`src/rtl/network_run_driver_if.sv`:
```
`default_nettype none
// ============================================================================
// Module      : network_run_driver_if
// Description : Request, controller and result signals of the network run
//               driver, bundled into one interface. The host/controller side
//               uses the master modport and the driver uses the slave modport.
// Revision    : 1.0 - initial release
// ============================================================================
interface network_run_driver_if #(
  parameter int WIDTH  = 8,
  parameter int HEIGHT = 7
);
  logic              req_valid;
  logic              req_ready;
  logic [HEIGHT-1:0] req_pixels;
  logic [HEIGHT-1:0] net_pixels;
  logic              net_start;
  logic [1:0]        net_out;
  logic              res_valid;
  logic              res_ready;
  logic              res_spike;
  logic [WIDTH+1:0]  res_latency;
  logic              res_timeout;
  logic [WIDTH+1:0]  spike_count;

  modport master (
    output req_valid, req_pixels, net_out, res_ready,
    input  req_ready, net_pixels, net_start, res_valid, res_spike,
           res_latency, res_timeout, spike_count
  );

  modport slave (
    input  req_valid, req_pixels, net_out, res_ready,
    output req_ready, net_pixels, net_start, res_valid, res_spike,
           res_latency, res_timeout, spike_count
  );
endinterface
`default_nettype wire

```
`src/rtl/network_run_driver.sv`:
```
`default_nettype none
// ============================================================================
// Module      : network_run_driver
// Description : Host-side initiator for the network run controller. Accepts a
//               pixel column, pulses start, watches the 2-bit controller
//               result and returns spike flag, first-spike latency and
//               timeout status over a valid/ready handshake.
//               Optional macro NETWORK_RUN_DRIVER_SPIKE_COUNT_EN enables the
//               spike rising-edge counter; otherwise spike_count reads 0.
//               GUARD must be at least 1.
// Revision    : 1.0 - initial release
// ============================================================================
module network_run_driver #(
  parameter int WIDTH  = 8,
  parameter int HEIGHT = 7,
  parameter int GUARD  = 2,
  parameter int SLACK  = 16
) (
  input  wire logic            clk,
  input  wire logic            rst,
  network_run_driver_if.slave  bus
);
  localparam int c_TIMEOUT_INT = (1 << (WIDTH + 1)) + GUARD + SLACK - 1;
  localparam int c_GUARD_INT   = GUARD;
  localparam logic [WIDTH+1:0] c_TIMEOUT_CYC = c_TIMEOUT_INT[WIDTH+1:0];
  localparam logic [WIDTH+1:0] c_GUARD_CYC   = c_GUARD_INT[WIDTH+1:0];

  localparam logic [2:0] c_ST_IDLE  = 3'd0;
  localparam logic [2:0] c_ST_START = 3'd1;
  localparam logic [2:0] c_ST_GUARD = 3'd2;
  localparam logic [2:0] c_ST_RUN   = 3'd3;
  localparam logic [2:0] c_ST_HOLD  = 3'd4;

  logic [2:0]        r_state;
  logic [2:0]        w_state_next;
  logic [WIDTH+1:0]  r_cyc;
  logic [HEIGHT-1:0] r_net_pixels;
  logic              r_net_start;
  logic              r_res_valid;
  logic              r_res_spike;
  logic [WIDTH+1:0]  r_res_latency;
  logic              r_res_timeout;

  logic w_req_ready;
  logic w_accept;
  logic w_observe;
  logic w_spike_now;
  logic w_done;
  logic w_limit;
  logic w_run_end;
  logic w_res_take;

  // State register
  always_ff @(posedge clk or posedge rst) begin
    if (rst) r_state <= c_ST_IDLE;
    else     r_state <= w_state_next;
  end

  // Next-state: IDLE -> START -> GUARD -> RUN -> HOLD -> IDLE
  always_comb begin
    w_state_next = r_state;
    case (r_state)
      c_ST_IDLE:  if (w_accept) w_state_next = c_ST_START;
      c_ST_START: w_state_next = c_ST_GUARD;
      c_ST_GUARD: if (r_cyc == c_GUARD_CYC) w_state_next = c_ST_RUN;
      c_ST_RUN:   if (w_run_end) w_state_next = c_ST_HOLD;
      c_ST_HOLD:  if (w_res_take) w_state_next = c_ST_IDLE;
      default:    w_state_next = c_ST_IDLE;
    endcase
  end

  // Decode: handshakes, spike observation window, run termination
  always_comb begin
    w_req_ready = (r_state == c_ST_IDLE) && !rst;
    w_accept    = w_req_ready && bus.req_valid;
    w_observe   = (r_state == c_ST_GUARD) || (r_state == c_ST_RUN);
    w_spike_now = w_observe && bus.net_out[0];
    // done flag is meaningless during GUARD (reads 1 while controller idles)
    w_done      = (r_state == c_ST_RUN) && bus.net_out[1];
    w_limit     = (r_state == c_ST_RUN) && (r_cyc == c_TIMEOUT_CYC);
    w_run_end   = w_done || w_limit;
    w_res_take  = (r_state == c_ST_HOLD) && bus.res_ready;
  end

  // Datapath: pixel latch, start pulse, run counter and result capture
  always_ff @(posedge clk or posedge rst) begin
    if (rst) begin
      r_net_pixels  <= '0;
      r_net_start   <= 1'b0;
      r_cyc         <= '0;
      r_res_valid   <= 1'b0;
      r_res_spike   <= 1'b0;
      r_res_latency <= '0;
      r_res_timeout <= 1'b0;
    end else begin
      r_net_start <= w_accept;
      if (w_accept) begin
        r_net_pixels  <= bus.req_pixels;
        r_cyc         <= '0;
        r_res_valid   <= 1'b0;
        r_res_spike   <= 1'b0;
        r_res_latency <= '0;
        r_res_timeout <= 1'b0;
      end else if ((r_state != c_ST_IDLE) && (r_state != c_ST_HOLD) && (r_cyc != '1)) begin
        r_cyc <= r_cyc + 1'b1;
      end
      if (w_spike_now && !r_res_spike) begin
        r_res_spike   <= 1'b1;
        r_res_latency <= r_cyc;
      end
      if (w_run_end) begin
        r_res_valid   <= 1'b1;
        // a spike in the final cycle still counts as a spike
        r_res_timeout <= !w_done && !(r_res_spike || bus.net_out[0]);
        if (!r_res_spike && !bus.net_out[0]) r_res_latency <= '1;
      end
      if (w_res_take) r_res_valid <= 1'b0;
    end
  end

`ifdef NETWORK_RUN_DRIVER_SPIKE_COUNT_EN
  logic             r_prev_spike;
  logic [WIDTH+1:0] r_spike_count;

  // Count 0->1 edges of the spike line; previous sample is forced low at START
  always_ff @(posedge clk or posedge rst) begin
    if (rst) begin
      r_prev_spike  <= 1'b0;
      r_spike_count <= '0;
    end else begin
      if (w_accept) r_spike_count <= '0;
      if (r_state == c_ST_START) begin
        r_prev_spike <= 1'b0;
      end else if (w_observe) begin
        r_prev_spike <= bus.net_out[0];
        if (bus.net_out[0] && !r_prev_spike && (r_spike_count != '1))
          r_spike_count <= r_spike_count + 1'b1;
      end
    end
  end

  assign bus.spike_count = r_spike_count;
`else
  assign bus.spike_count = '0;
`endif

  assign bus.req_ready   = w_req_ready;
  assign bus.net_pixels  = r_net_pixels;
  assign bus.net_start   = r_net_start;
  assign bus.res_valid   = r_res_valid;
  assign bus.res_spike   = r_res_spike;
  assign bus.res_latency = r_res_latency;
  assign bus.res_timeout = r_res_timeout;

endmodule
`default_nettype wire

```
`src/flat_wrapper.sv`:
```
// flat-port wrapper written by rule: the top's interface ports become plain ports
module network_run_driver_flat 
#(
  parameter int WIDTH  = 8,
  parameter int HEIGHT = 7,
  parameter int GUARD  = 2,
  parameter int SLACK  = 16
)
  (clk, rst, bus_req_valid, bus_req_pixels, bus_net_out, bus_res_ready, bus_req_ready, bus_net_pixels, bus_net_start, bus_res_valid, bus_res_spike, bus_res_latency, bus_res_timeout, bus_spike_count);
  network_run_driver_if #(.WIDTH(WIDTH), .HEIGHT(HEIGHT)) bus_i ();
  input  wire logic clk;
  input  wire logic rst;
  input wire logic [$bits(bus_i.req_valid)-1:0] bus_req_valid;
  input wire logic [$bits(bus_i.req_pixels)-1:0] bus_req_pixels;
  input wire logic [$bits(bus_i.net_out)-1:0] bus_net_out;
  input wire logic [$bits(bus_i.res_ready)-1:0] bus_res_ready;
  output wire logic [$bits(bus_i.req_ready)-1:0] bus_req_ready;
  output wire logic [$bits(bus_i.net_pixels)-1:0] bus_net_pixels;
  output wire logic [$bits(bus_i.net_start)-1:0] bus_net_start;
  output wire logic [$bits(bus_i.res_valid)-1:0] bus_res_valid;
  output wire logic [$bits(bus_i.res_spike)-1:0] bus_res_spike;
  output wire logic [$bits(bus_i.res_latency)-1:0] bus_res_latency;
  output wire logic [$bits(bus_i.res_timeout)-1:0] bus_res_timeout;
  output wire logic [$bits(bus_i.spike_count)-1:0] bus_spike_count;
  assign bus_i.req_valid = bus_req_valid;
  assign bus_i.req_pixels = bus_req_pixels;
  assign bus_i.net_out = bus_net_out;
  assign bus_i.res_ready = bus_res_ready;
  assign bus_req_ready = bus_i.req_ready;
  assign bus_net_pixels = bus_i.net_pixels;
  assign bus_net_start = bus_i.net_start;
  assign bus_res_valid = bus_i.res_valid;
  assign bus_res_spike = bus_i.res_spike;
  assign bus_res_latency = bus_i.res_latency;
  assign bus_res_timeout = bus_i.res_timeout;
  assign bus_spike_count = bus_i.spike_count;
  network_run_driver #(.WIDTH(WIDTH), .HEIGHT(HEIGHT), .GUARD(GUARD), .SLACK(SLACK)) u_core (.clk(clk), .rst(rst), .bus(bus_i));
endmodule
```
`config.mk`:
```
export PLATFORM = sky130hd
export DESIGN_NAME = network_run_driver_flat
export DESIGN_NICKNAME = d
export VERILOG_FILES = /design/src/rtl/network_run_driver_if.sv /design/src/rtl/network_run_driver.sv /design/src/flat_wrapper.sv
export SDC_FILE = /design/constraint.sdc
export NUM_CORES = 1
export LEC_CHECK = 0
export CAP_MARGIN = 20
export CORE_MARGIN = 4
export CORE_UTILIZATION = 30
export DETAILED_ROUTE_END_ITERATION = 6
export GPL_TIMING_DRIVEN = 1
export PLACE_DENSITY = 0.62
export SETUP_SLACK_MARGIN = 0.5
export SLEW_MARGIN = 20
export SYNTH_ARGS = -nofsm -noshare
export SYNTH_HDL_FRONTEND = slang
export SYNTH_SLANG_ARGS = --single-unit
```
`constraint.sdc`:
```
create_clock -name clk -period 2.4 [get_ports clk]
set_clock_uncertainty 0.1 [all_clocks]
set_input_delay 0.48 -clock clk [delete_from_list [all_inputs] [get_ports clk]]
set_output_delay 0.48 -clock clk [all_outputs]
set_load 0.005 [all_outputs]
```
==> impl_metrics.tcl <==
set metrics [dict create \
    slew_violations 0 \
    rrSetupSlack_ps 500 \
    synth_top_area_cell "dfrtp_1" \
    io_buffer_count 34 \
    cts_buffer_depth 2 \
    rsz0062_at_grt "true" \
    grt_overflow 0 \
    intPower_uw 1540 \
    drc 0 \
    cts_max_level 2 \
    final_cell_mix "50 x nand2_1, 32 x clkdlybuf4s50_1, 25 x dfrtp_1" \
    r2r_start "u_core.r_cyc[7]" \
    final_cells 297 \
    sw_frac_of_total_pct 35.63 \
    crit_fanout 7 \
    ys.flop_type "dfrtp_1" \
    arrival_ps 2010 \
    grt_pass1_wl_um 6279 \
    seq_power_share_pct 43.3 \
    drtIter0Drc 55 \
    clkLatencyLatePin_ps 280 \
    holdBufCountCts 0 \
    cellPowerDensity_nw_per_um2 1023 \
    reg2reg_to "u_core.bus.res_latency[8]" \
    yosysWarningCount 0 \
    hp-class "input port to async pin" \
    dp_hpwl_um 2793 \
    ios 45 \
    cts.sinks 34 \
    clock.fmax_ghz 0.5258 \
    synth_area_leaders "dfrtp_1 47%, nand2_1 11%, o211ai_2 6.9%, buf_4 5.8%, ha_1 2.1%" \
    final_common_cell "nand2_1" \
    coreArea_um2 5675 \
    drive_gt1_share_pct 23.11 \
    vias 1423 \
    area_growth_pct 29.79 \
    die_h_um 85.50 \
    antenna_found_initial 0 \
    gp_congestion 0.8205 \
    clkPwrFrac_pct 16.3 \
    end_kind "flip-flop" \
    vdd_drop_max_mv 0.3552 \
    drv_cap 0 \
    cp.required_ps 2510 \
    fin_nets 241 \
    finalHoldViolCount 0 \
    whs_ps 276.5 \
    postSynth.asyncResetShare_pct 100.0 \
    fin_crit_ps 1902 \
    diodes 0 \
    p_sw_uw 852.5 \
    cts_root_buffer "clkbuf_8" \
    grt_pass1_vias 1365 \
    syn_inst 183 \
    via_per_inst 4.791 \
    reg2reg_depth 4 \
    wl_per_cell_um 13.28 \
    grt_max_degree 22 \
    p_comb_share_pct 40.4 \
    finalCritPeriodShare_pct 79.24 \
    yosysUniqueCellTypes 42 \
    initial_utilization_pct 31.75 \
    grt_usage_pct 10.64 \
    die_width_um 85.50 \
    post-place-cells 282 \
    die_area_um2 7309 \
    syn_area_um2 1802 \
    avgSynthCellArea_um2 9.846 \
    setup_tns_ps 0 \
    ys_seq_elements 34 \
    clkTransAtPathRegs_ps 70 \
    rows 27 \
    ys_seq_area_share_pct 47.22 \
    synth-edff-count 0 \
    yosys.area.top_type_share_pct 47.22 \
    dr.pass1.iters 4 \
    start_kind "flip-flop" \
    outcome "finished, final reports clean" \
    setup_viol 0 \
    cts_tree "yes" \
    ant_nets 0 \
    cts_inserted_buffers 5 \
    routed_wirelength_um 3945 \
    crit_type "flip-flop to flip-flop" \
    power_leakage_uw 0.001089 \
]
-- state kept, by name (all words and copies together), names as in the netlist --
signal	count
u_core.r_state	3
u_core.bus.res_latency	10
u_core.bus.res_timeout	1
u_core.r_cyc	10
u_core.bus.net_start	1
u_core.bus.res_spike	1
u_core.bus.res_valid	1
u_core.bus.net_pixels	7
-- layout make-up --
cell class / count / area (um2)
Tap cell: 72 / 90.09
Clock inverter: 2 / 10.01
Inverter: 5 / 21.27
Sequential cell: 34 / 862.1
Multi-Input combinational cell: 131 / 847.1
Fill cell: 567 / 3337
Timing Repair Buffer: 48 / 439.2
Clock buffer: 5 / 68.82
-- timing repair --
item	in CTS	in global routing
gates cloned	0	1
gates resized for setup	5	14
setup buffers	2	5
pin swaps	1	4
endpoints found under the setup margin	11	24
-- power groups by stage --
stage                     Sequential (uW)  Combinational, uW  Clock (uW)
after floorplan                       944                589           0
after global placement               1020                933           0
after detailed placement             1030                946           0
after CTS                            1020                958         411
after global routing                 1080               1080         432
final                                1040                967         391
-- metrics by stage --
stage / worst slack [ps] / util, % / area [um2] / power [uW]
3_3_place_gp: 184.9 / 38.16 / 2166 / 1955
6_report: 498.2 / 41.20 / 2338 / 2393
5_1_grt: 441.1 / 41.20 / 2338 / 2586
3_5_place_dp: 145.6 / 38.16 / 2166 / 1976
4_1_cts: 461.2 / 39.70 / 2253 / 2391
2_1_floorplan: 618.9 / - / 1836 / 1533
-- routing by layer --
metal | wire length, um | global-route usage (%) | vias to the layer above
li1 | - | - | 696
met1 | 1797 | 13.72 | 686
met2 | 1965 | 17.37 | 37
met3 | 157 | 3.170 | 4
met4 | 25 | 2.878 | 0
met5 | 0 | 0 | -
-- worst max path at each step --
stage / startpoint / endpoint / slack, ps / cells past startpoint
global placement: rst / bus_req_ready / 180 / 3
floorplan: u_core.r_cyc[3] / u_core.bus.res_latency[0] / 620 / 5
detailed placement: rst / bus_req_ready / 150 / 3
global route: u_core.r_cyc[7] / u_core.bus.res_latency[1] / 440 / 4
finish: u_core.r_cyc[7] / u_core.bus.res_latency[8] / 500 / 4
CTS: u_core.r_cyc[3] / u_core.bus.res_latency[1] / 460 / 4
-- Yosys cell counts, types with 3 or more instances --
master and n:
nand2_1 51, dfrtp_1 34, buf_4 14, o211ai_2 10, nor2_1 9, nand3_1 6
buf_2 5, inv_1 4, nor3_1 4, buf_6 3, ha_1 3
-- worst max-delay path: stages, from the launching register on --
cell and delay [ps]:
dfrtp_2 470, nor4_4 390, a31oi_4 150, or4b_4 630, o211ai_2 100
-- kinds of logic after synthesis --
logic type      after synthesis  synth area share (%)
flops                        34                 47.22
xor+xnor                      2                0.9724
fa+ha+maj                     3                 2.084
mux                           2                 1.111
buf+inv                      28                 10.35
simple gates                 83                 22.22
compound gates               30                 15.83
other cells                   1                0.2081
Power figures use the tool's default switching activity.
